`config.mk`:
```
export PLATFORM = sky130hd
export DESIGN_NAME = score_keeper
export DESIGN_NICKNAME = d
export VERILOG_FILES = /design/src/rtl/score_keeper.sv
export SDC_FILE = /design/constraint.sdc
export NUM_CORES = 1
export LEC_CHECK = 0
export ABC_AREA = 0
export CAP_MARGIN = 20
export CORE_ASPECT_RATIO = 1.1
export CORE_MARGIN = 2
export CORE_UTILIZATION = 47
export DETAILED_ROUTE_END_ITERATION = 10
export GPL_ROUTABILITY_DRIVEN = 0
export GPL_TIMING_DRIVEN = 1
export PLACE_DENSITY_LB_ADDON = 0.1
export SKIP_LAST_GASP = 1
export SYNTH_ARGS = -nofsm -noshare
export SYNTH_HDL_FRONTEND = slang
export SYNTH_SLANG_ARGS = --single-unit
```
`constraint.sdc`:
```
create_clock -name clk -period 4.3 [get_ports clk]
set_input_delay 0.645 -clock clk [delete_from_list [all_inputs] [get_ports clk]]
set_output_delay 0.645 -clock clk [all_outputs]
set_load 0.01 [all_outputs]
```
`src/rtl/score_keeper.sv`:
```
// Score and game-state tracker for Flappy.
// It counts pipe passes and bonus pickups during play and saturates at the display limit.
// At game over it latches the session high score, then holds a restart lockout.
// Every output comes straight from a register.
module score_keeper #(
    parameter int WIDTH        = 32,
    parameter int MAX_SCORE    = 99999,
    parameter int BONUS_POINTS = 5,
    parameter int HOLD_CYCLES  = 25000000
) (
    input  logic             clk,
    input  logic             reset,
    input  logic             start_game,
    input  logic             pipe_passed,
    input  logic             bonus,
    input  logic             bird_hit,
    output logic [WIDTH-1:0] counter_out,
    output logic [WIDTH-1:0] high_score,
    output logic             new_high,
    output logic [1:0]       game_state
);

    typedef enum logic [1:0] {
        IDLE      = 2'd0,
        PLAYING   = 2'd1,
        GAME_OVER = 2'd2
    } gameState_t;

    localparam int                    TimerWidth   = $clog2(HOLD_CYCLES + 1);
    localparam logic [TimerWidth-1:0] HoldLimit    = TimerWidth'(HOLD_CYCLES);
    localparam logic [WIDTH:0]        MaxScoreWide = (WIDTH + 1)'(MAX_SCORE);
    localparam logic [WIDTH-1:0]      MaxScore     = WIDTH'(MAX_SCORE);
    localparam logic [WIDTH:0]        BonusWide    = (WIDTH + 1)'(BONUS_POINTS);

    gameState_t            state_q, state_d;
    logic [WIDTH-1:0]      score_q, score_d;
    logic [WIDTH-1:0]      highScore_q, highScore_d;
    logic                  newHigh_q, newHigh_d;
    logic [TimerWidth-1:0] timer_q, timer_d;
    logic                  pipePrev_q;

    logic                  pipeRise;
    logic                  lockoutDone;
    logic [WIDTH:0]        scoreSum;
    logic [WIDTH-1:0]      scoreSat;

    // The pipe_passed level can stay high for many cycles. Only its rising edge scores.
    assign pipeRise    = pipe_passed & ~pipePrev_q;
    assign lockoutDone = (timer_q == HoldLimit);

    // The sum is one bit wider than the score, so an increment near the ceiling cannot wrap.
    assign scoreSum = {1'b0, score_q} + {{WIDTH{1'b0}}, pipeRise} + (bonus ? BonusWide : '0);
    assign scoreSat = (scoreSum > MaxScoreWide) ? MaxScore : scoreSum[WIDTH-1:0];

    // State register and datapath registers. Reset is synchronous and clears everything, high score included.
    always_ff @(posedge clk) begin
        if (reset) begin
            state_q     <= IDLE;
            score_q     <= '0;
            highScore_q <= '0;
            newHigh_q   <= 1'b0;
            timer_q     <= '0;
            pipePrev_q  <= 1'b0;
        end else begin
            state_q     <= state_d;
            score_q     <= score_d;
            highScore_q <= highScore_d;
            newHigh_q   <= newHigh_d;
            timer_q     <= timer_d;
            pipePrev_q  <= pipe_passed;
        end
    end

    // Next-state logic. A restart from GAME_OVER is allowed only after the lockout timer reaches its limit.
    always_comb begin
        state_d = state_q;
        case (state_q)
            IDLE:      if (start_game) state_d = PLAYING;
            PLAYING:   if (bird_hit) state_d = GAME_OVER;
            GAME_OVER: if (lockoutDone && start_game) state_d = PLAYING;
            default:   state_d = IDLE;
        endcase
    end

    // Next values for score, high score, new-high flag and lockout timer, which all depend on the current state.
    always_comb begin
        score_d     = score_q;
        highScore_d = highScore_q;
        newHigh_d   = newHigh_q;
        timer_d     = timer_q;
        case (state_q)
            IDLE: begin
                if (start_game) begin
                    score_d   = '0;
                    newHigh_d = 1'b0;
                end
            end
            PLAYING: begin
                if (bird_hit) begin
                    timer_d = '0;
                    if (score_q > highScore_q) begin
                        highScore_d = score_q;
                        newHigh_d   = 1'b1;
                    end
                end else begin
                    score_d = scoreSat;
                end
            end
            GAME_OVER: begin
                if (lockoutDone) begin
                    if (start_game) begin
                        score_d   = '0;
                        newHigh_d = 1'b0;
                    end
                end else begin
                    timer_d = timer_q + TimerWidth'(1);
                end
            end
            default: begin
                score_d = score_q;
            end
        endcase
    end

    assign counter_out = score_q;
    assign high_score  = highScore_q;
    assign new_high    = newHigh_q;
    assign game_state  = state_q;

endmodule

```
==> results of run 1 <==
power groups by stage:
stage / sequential [mW] / combinational, mW / clock [mW]
after floorplan: 0.890 / 0.0717 / 0
after global placement: 0.890 / 0.106 / 0
after detailed placement: 0.890 / 0.108 / 0
after CTS: 0.870 / 0.108 / 0.856
after global routing: 0.871 / 0.118 / 0.890
final: 0.870 / 0.108 / 0.839
state kept, by name, summed over array words and instances (netlist names):
register and count:
pipePrev_q 1, counter_out 32, game_state 2, high_score 32, new_high 1, timer_q 25
worst min path at each step:
stage,slack [ps],end,cells past startpoint,startpoint
3_3_place_gp,470,timer_q[24]$_SDFFE_PP0P_,2,timer_q[24]$_SDFFE_PP0P_
6_report,490,high_score[21]$_SDFFE_PP0P_,2,high_score[21]$_SDFFE_PP0P_
5_1_grt,510,high_score[25]$_SDFFE_PP0P_,2,high_score[25]$_SDFFE_PP0P_
2_1_floorplan,450,timer_q[24]$_SDFFE_PP0P_,2,timer_q[24]$_SDFFE_PP0P_
3_5_place_dp,480,high_score[5]$_SDFFE_PP0P_,2,high_score[5]$_SDFFE_PP0P_
4_1_cts,490,high_score[6]$_SDFFE_PP0P_,2,high_score[6]$_SDFFE_PP0P_
area by class of cell:
cell class | count | area [um^2] | area share (%)
Tap cell | 150 | 188 | 2.81
Clock buffer | 10 | 239 | 3.58
Timing Repair Buffer | 80 | 776 | 11.6
Inverter | 42 | 158 | 2.36
Sequential cell | 93 | 1860 | 27.9
Multi-Input combinational cell | 489 | 3370 | 50.5
Clock inverter | 6 | 78.8 | 1.18
logic make-up after synthesis:
| family | after synthesis | synth area share [%] |
|---|---|---|
| buf+inv | 71 | 4.98 |
| fa+ha+maj | 37 | 8.54 |
| mux | 36 | 6.54 |
| simple gates | 285 | 29.5 |
| flops | 93 | 33.8 |
| compound gates | 105 | 12.5 |
| xor+xnor | 26 | 4.14 |
per-layer routing:
metal	track usage [%]	vias to the layer above	wire length [um]
li1	-	2411	-
met1	29.3	2251	6290
met2	34.8	135	6290
met3	2.82	30	575
met4	8.93	0	325
met5	0	-	0
critical path, cell delays in order:
cell	delay (ps)
sky130_fd_sc_hd__clkdlybuf4s50_1	490
sky130_fd_sc_hd__inv_1	70
sky130_fd_sc_hd__fa_1	450
sky130_fd_sc_hd__inv_1	70
sky130_fd_sc_hd__ha_1	190
sky130_fd_sc_hd__a21oi_1	170
sky130_fd_sc_hd__buf_4	190
sky130_fd_sc_hd__o31ai_1	240
sky130_fd_sc_hd__nand4_1	130
sky130_fd_sc_hd__a211oi_1	320
sky130_fd_sc_hd__a22oi_1	160
sky130_fd_sc_hd__nor4_4	320
sky130_fd_sc_hd__and2_4	210
sky130_fd_sc_hd__or3b_1	340
sky130_fd_sc_hd__a31oi_1	130
placed cells by master, fill, tap and decap left out, drive strengths merged, types with 27 or more instances in the layout:
cell and count:
a21oi 27, clkdlybuf4s50 71, dfxtp 93, ha 36, inv 45, mux2i 36, nand2 35, nand2b 72
nor2 47
stage by stage:
stage,instances,area (um^2)
2_1_floorplan,653,5510
3_3_place_gp,854,6350
3_5_place_dp,854,6350
4_1_cts,870,6670
5_1_grt,870,6670
6_report,870,6670
==> flow_metrics.tcl, run 1 <==
set metrics [dict create \
    result_of_the_run "complete, no violations" \
    critical_path.reg2reg.startpoint "counter_out[0]$_SDFFE_PP0P_" \
    grt_pass1_wl_mm 22.5 \
    antennaDiodeCount 0 \
    rsz0062_at_grt "no" \
    grt_start_max_net_pins 55 \
    die_area_mm2 0.0126 \
    timing.reg2reg.setup_slack_ps 850 \
    clkTransAtPathRegs_ps 70 \
    drc_errors 0 \
    cell_types_occupying_the_most_area_after_synthesis "sky130_fd_sc_hd__dfxtp_1, sky130_fd_sc_hd__ha_1, sky130_fd_sc_hd__nand2b_1, sky130_fd_sc_hd__mux2i_1, sky130_fd_sc_hd__nor2_1" \
    synth-seq-area-share_pct 33.8 \
    r2r_worst_path_depth 14 \
    slew_viol_final 0 \
    clock_skew_after_layout_ps 8.41 \
    post-synth-top-count-cell "sky130_fd_sc_hd__dfxtp_1" \
    yosys_register_bits 93 \
    numCtsBuffers 9 \
    internal_power_mw 1.39 \
    report.power.total_mw 1.82 \
    dominantRegCellSynth "sky130_fd_sc_hd__dfxtp_1" \
    cts.repair.resized 0 \
    post_route_cells_drive_above_1_share_pct 5.00 \
    globalRouteTotalUtil_pct 21.7 \
    setup_violations 0 \
    synth_enable_flop_cells 0 \
    timing.slew.headroom_pct 44.1 \
    cp_data_arrival_time_ps 4130 \
    floorplan.core_area_mm2 0.0114 \
    post-cts-setup-buffers 0 \
    crit_type "in -> reg" \
    final_period_minus_worst_setup_slack_ps 3860 \
    number_of_routed_nets_with_antenna_violations 0 \
    synthesis.instances 653 \
    totalWireLength_mm 13.5 \
    worstReg2RegEnd "counter_out[14]$_SDFFE_PP0P_" \
    drt_first_iter_violations 265 \
    worstSkewPairLatency_ps 340 \
    synthesis.area_per_instance_um2 8.43 \
    dieHeight_um 118 \
    hold_class "reg -> reg" \
    grt_antenna_before_repair 0 \
    vias 4827 \
    critical_path.startpoint_type "input port" \
    post_synth_num_cell_types 58 \
    dr.pass1.iters 5 \
    floorplan.initialDensity_pct 48.1 \
    kind_of_capture_point_of_the_worst_setup_path "register" \
    fillerInstances 1055 \
    switching_component_of_the_power_mw 0.430 \
    synth_top_cells_by_count "sky130_fd_sc_hd__dfxtp_1, sky130_fd_sc_hd__nand2b_1, sky130_fd_sc_hd__nor2_1, sky130_fd_sc_hd__inv_1" \
    timing.critical_path.from "bonus" \
    leakage_nw 2.43 \
    vias_in_the_first_global_route 4650 \
    power_dens_cells_mw_per_mm2 272 \
    place_ws_ps 142 \
    synth.top_cell.area_share_pct 33.8 \
    wire_per_inst_um 15.5 \
    area_overhead_of_the_layout_relative_to_synthesis_pct 21.2 \
    cts_max_path_buffers 2 \
    cts_tree "done" \
    globalRouteOverflowTotal 0 \
    summed_negative_setup_slack_over_all_endpoints_ps 0 \
    holdWs_ps 488 \
    synthArstFlopShare_pct 0 \
    cp.required_ps 4570 \
    timing.final.crit_share_pct 89.7 \
    postSynthNetCount 696 \
    fp-row-count 41 \
    place.port_buffers 72 \
    crit_path_max_fanout 5 \
    combPwrFrac_pct 5.9 \
    fin_nets 758 \
    max_cap_viol_count 0 \
    clock_sink_count 93 \
    detailedPlacementHpwl_mm 9.77 \
    power_frac_clock_pct 46.2 \
    seq_power_share_pct 47.9 \
    hold_violations 0 \
    io_pins 73 \
    detail_route.vias_per_cell 5.55 \
    synth_largest_area_cell "sky130_fd_sc_hd__dfxtp_1" \
    minimum_setup_slack_in_the_final_design_ps 444 \
    hold_buffers 0 \
    critical_path.endpoint "counter_out[14]$_SDFFE_PP0P_" \
    netSwitchingFraction_pct 23.7 \
    tightest_slew_ps 839 \
    final_util_pct 58.3 \
    worst_ir_drop_vdd_uv 168 \
    synth_warnings 0 \
    fp.dieW_um 107 \
    cell_area_synth_mm2 0.00551 \
    clock.fmax_ghz 0.259 \
    clock_tree.root_cell "sky130_fd_sc_hd__clkbuf_16" \
    htree_num_levels 3 \
]
No activity file was read; power rests on OpenSTA's default activity.
==> inputs of run 2 (changes only) <==
--- a/config.mk
+++ b/config.mk
@@ -15,6 +15,7 @@
 export GPL_TIMING_DRIVEN = 1
 export PLACE_DENSITY_LB_ADDON = 0.1
 export SKIP_LAST_GASP = 1
+export SLEW_MARGIN = 25
 export SYNTH_ARGS = -nofsm -noshare
 export SYNTH_HDL_FRONTEND = slang
 export SYNTH_SLANG_ARGS = --single-unit
==> constraint.sdc (replaced) <==
create_clock -name clk -period 3.9 [get_ports clk]
set_input_delay 0.585 -clock clk [delete_from_list [all_inputs] [get_ports clk]]
set_output_delay 0.585 -clock clk [all_outputs]
set_load 0.01 [all_outputs]
==> run 2 against run 1 <==
Effect of this change: non-clock buffer count increased by 8; register-to-register slack got worse by 340 ps; global-route usage increased by 0.48 points; clock power increased by 3.8%; wire length decreased by 0.70%; clock-buffer cell count decreased by 1; first-iteration DRC count increased by 32%; setup slack got worse by 240 ps; via count increased by 0.75%; sequential power increased by 10%; cell count increased by 0.92%; sequential share of layout area decreased by 0.27 points.
==> flow_metrics.tcl, run 2 (synthesis results as in run 1) <==
set metrics [dict create \
    kind_of_capture_point_of_the_worst_setup_path "register" \
    register_area_mm2 0.00186 \
    wire_per_inst_um 15.2 \
    fin_nets 766 \
    slew_viol_final 0 \
    final_cells 878 \
    layout_common_cells "sky130_fd_sc_hd__dfxtp_1, sky130_fd_sc_hd__nand2b_1, sky130_fd_sc_hd__clkdlybuf4s50_1, sky130_fd_sc_hd__nor2_1, sky130_fd_sc_hd__inv_1" \
    placedCellCount 862 \
    place.port_buffers 72 \
    final_util_pct 58.9 \
    hold_class "reg -> reg" \
    dr.pass1.iters 5 \
    globalRouteTotalUtil_pct 22.2 \
    setup_violations 0 \
    fp.dieW_um 107 \
    vias 4863 \
    post-cts-setup-buffers 0 \
    post_route_cells_drive_above_1_share_pct 6.59 \
    drt_first_iter_violations 349 \
    number_of_routed_nets_with_antenna_violations 0 \
    layout_commonest_cell "sky130_fd_sc_hd__dfxtp_1" \
    crit_path_max_fanout 5 \
    totalWireLength_mm 13.4 \
    grt_antenna_before_repair 0 \
    clkTransAtPathRegs_ps 70 \
    timing.final.crit_share_pct 94.8 \
    fp-row-count 41 \
    io_pins 73 \
    worstSkewPairLatency_ps 360 \
    critical_path.startpoint_type "input port" \
    power_dens_cells_mw_per_mm2 290 \
    holdWs_ps 487 \
    dpl-instance-area_mm2 0.00643 \
    clock_tree.root_cell "sky130_fd_sc_hd__clkbuf_16" \
    leakage_nw 2.45 \
    crit_type "in -> reg" \
    tightest_slew_ps 873 \
    die_area_mm2 0.0126 \
    worst_ir_drop_vdd_uv 200 \
    fillerInstances 1043 \
    vias_in_the_first_global_route 4644 \
    timing.slew.headroom_pct 41.8 \
    drc_errors 0 \
    dieHeight_um 118 \
    cts_tree "done" \
    grt_start_max_net_pins 47 \
    rsz0062_at_grt "no" \
    cp.required_ps 4180 \
    final_period_minus_worst_setup_slack_ps 3700 \
    detailedPlacementHpwl_mm 9.75 \
    clock.fmax_ghz 0.270 \
    antennaDiodeCount 0 \
    cts_max_path_buffers 2 \
    clock_sink_count 93 \
    floorplan.core_area_mm2 0.0114 \
    hold_violations 0 \
    result_of_the_run "complete, no violations" \
    area_overhead_of_the_layout_relative_to_synthesis_pct 22.4 \
    max_cap_viol_count 0 \
    detail_route.vias_per_cell 5.54 \
    report.power.total_mw 1.95 \
    postLayoutCellArea_mm2 0.00674 \
    cp_data_arrival_time_ps 3980 \
    floorplan.initialDensity_pct 48.1 \
    clock_skew_after_layout_ps 8.87 \
    multiInputGateArea_mm2 0.00339 \
    grt_pass1_wl_mm 22.7 \
    globalRouteOverflowTotal 0 \
    numCtsBuffers 9 \
    htree_num_levels 3 \
]
==> run 2: changes by cell type in the layout (fill, tap and decap cells not counted), sizes merged <==
cell | previous run | this run
clkinv | 2 | 1
clkinvlp | 0 | 1
clkbuf | 10 | 9
inv | 45 | 47
bufinv | 1 | 0
buf | 9 | 17
==> run 2: path summary, 6_finish.rpt <==
check                                            startpoint                            to  slack (ps)  depth (start not counted)
worst min register to register     timer_q[24]$_SDFFE_PP0P_      timer_q[24]$_SDFFE_PP0P_         490                          2
worst min-delay path               timer_q[24]$_SDFFE_PP0P_      timer_q[24]$_SDFFE_PP0P_         490                          2
worst max register to register  counter_out[0]$_SDFFE_PP0P_  counter_out[14]$_SDFFE_PP0P_         510                         12
worst max-delay path                                  bonus  counter_out[14]$_SDFFE_PP0P_         200                         13
==> run 2: power by group <==
group / internal (mW) / switching [mW] / total, mW
Sequential: 0.954 / 0.00536 / 0.959
Combinational: 0.0494 / 0.0731 / 0.122
Clock: 0.449 / 0.422 / 0.871
==> run 2: per-layer routing <==
layer / track usage (%) / wire length, um / part of all wire, % / vias to the layer above
met2: 34.8 / 6190 / 46 / 119
met1: 29.9 / 6270 / 47 / 2282
met5: 0 / 0 / 0 / -
met3: 3.21 / 525 / 3.9 / 31
li1: - / - / - / 2431
met4: 10.6 / 396 / 3.0 / 0
==> run 2: critical path, stage by stage <==
cell and delay, ps:
sky130_fd_sc_hd__clkdlybuf4s50_1 480, sky130_fd_sc_hd__inv_1 60, sky130_fd_sc_hd__fa_1 450, sky130_fd_sc_hd__inv_1 70, sky130_fd_sc_hd__ha_1 150, sky130_fd_sc_hd__a21oi_1 140
sky130_fd_sc_hd__or4_1 620, sky130_fd_sc_hd__nor3_2 240, sky130_fd_sc_hd__a31oi_1 150, sky130_fd_sc_hd__nor4_4 330, sky130_fd_sc_hd__and2_4 230, sky130_fd_sc_hd__or3b_1 340
sky130_fd_sc_hd__a31oi_1 130
==> run 2: stage by stage <==
stage / setup WS, ps / TNS, ps
floorplan: 456 / 0
global placement: -78.9 / -136
detailed placement: -180 / -954
CTS: 182 / 0
global route: 5.14 / 0
finish: 201 / 0
==> run 2: what timing repair did <==
item	in CTS	in global routing
resized for setup	0	4
setup endpoints to repair	0	6
hold buffers	0	0
==> run 2: area by class of cell <==
| type | count | share of cell area (%) |
|---|---|---|
| Clock inverter | 7 | 0.965 |
| Inverter | 42 | 2.34 |
| Sequential cell | 93 | 27.6 |
| Tap cell | 150 | 2.78 |
| Clock buffer | 9 | 3.34 |
| Timing Repair Buffer | 88 | 12.6 |
| Multi-Input combinational cell | 489 | 50.4 |
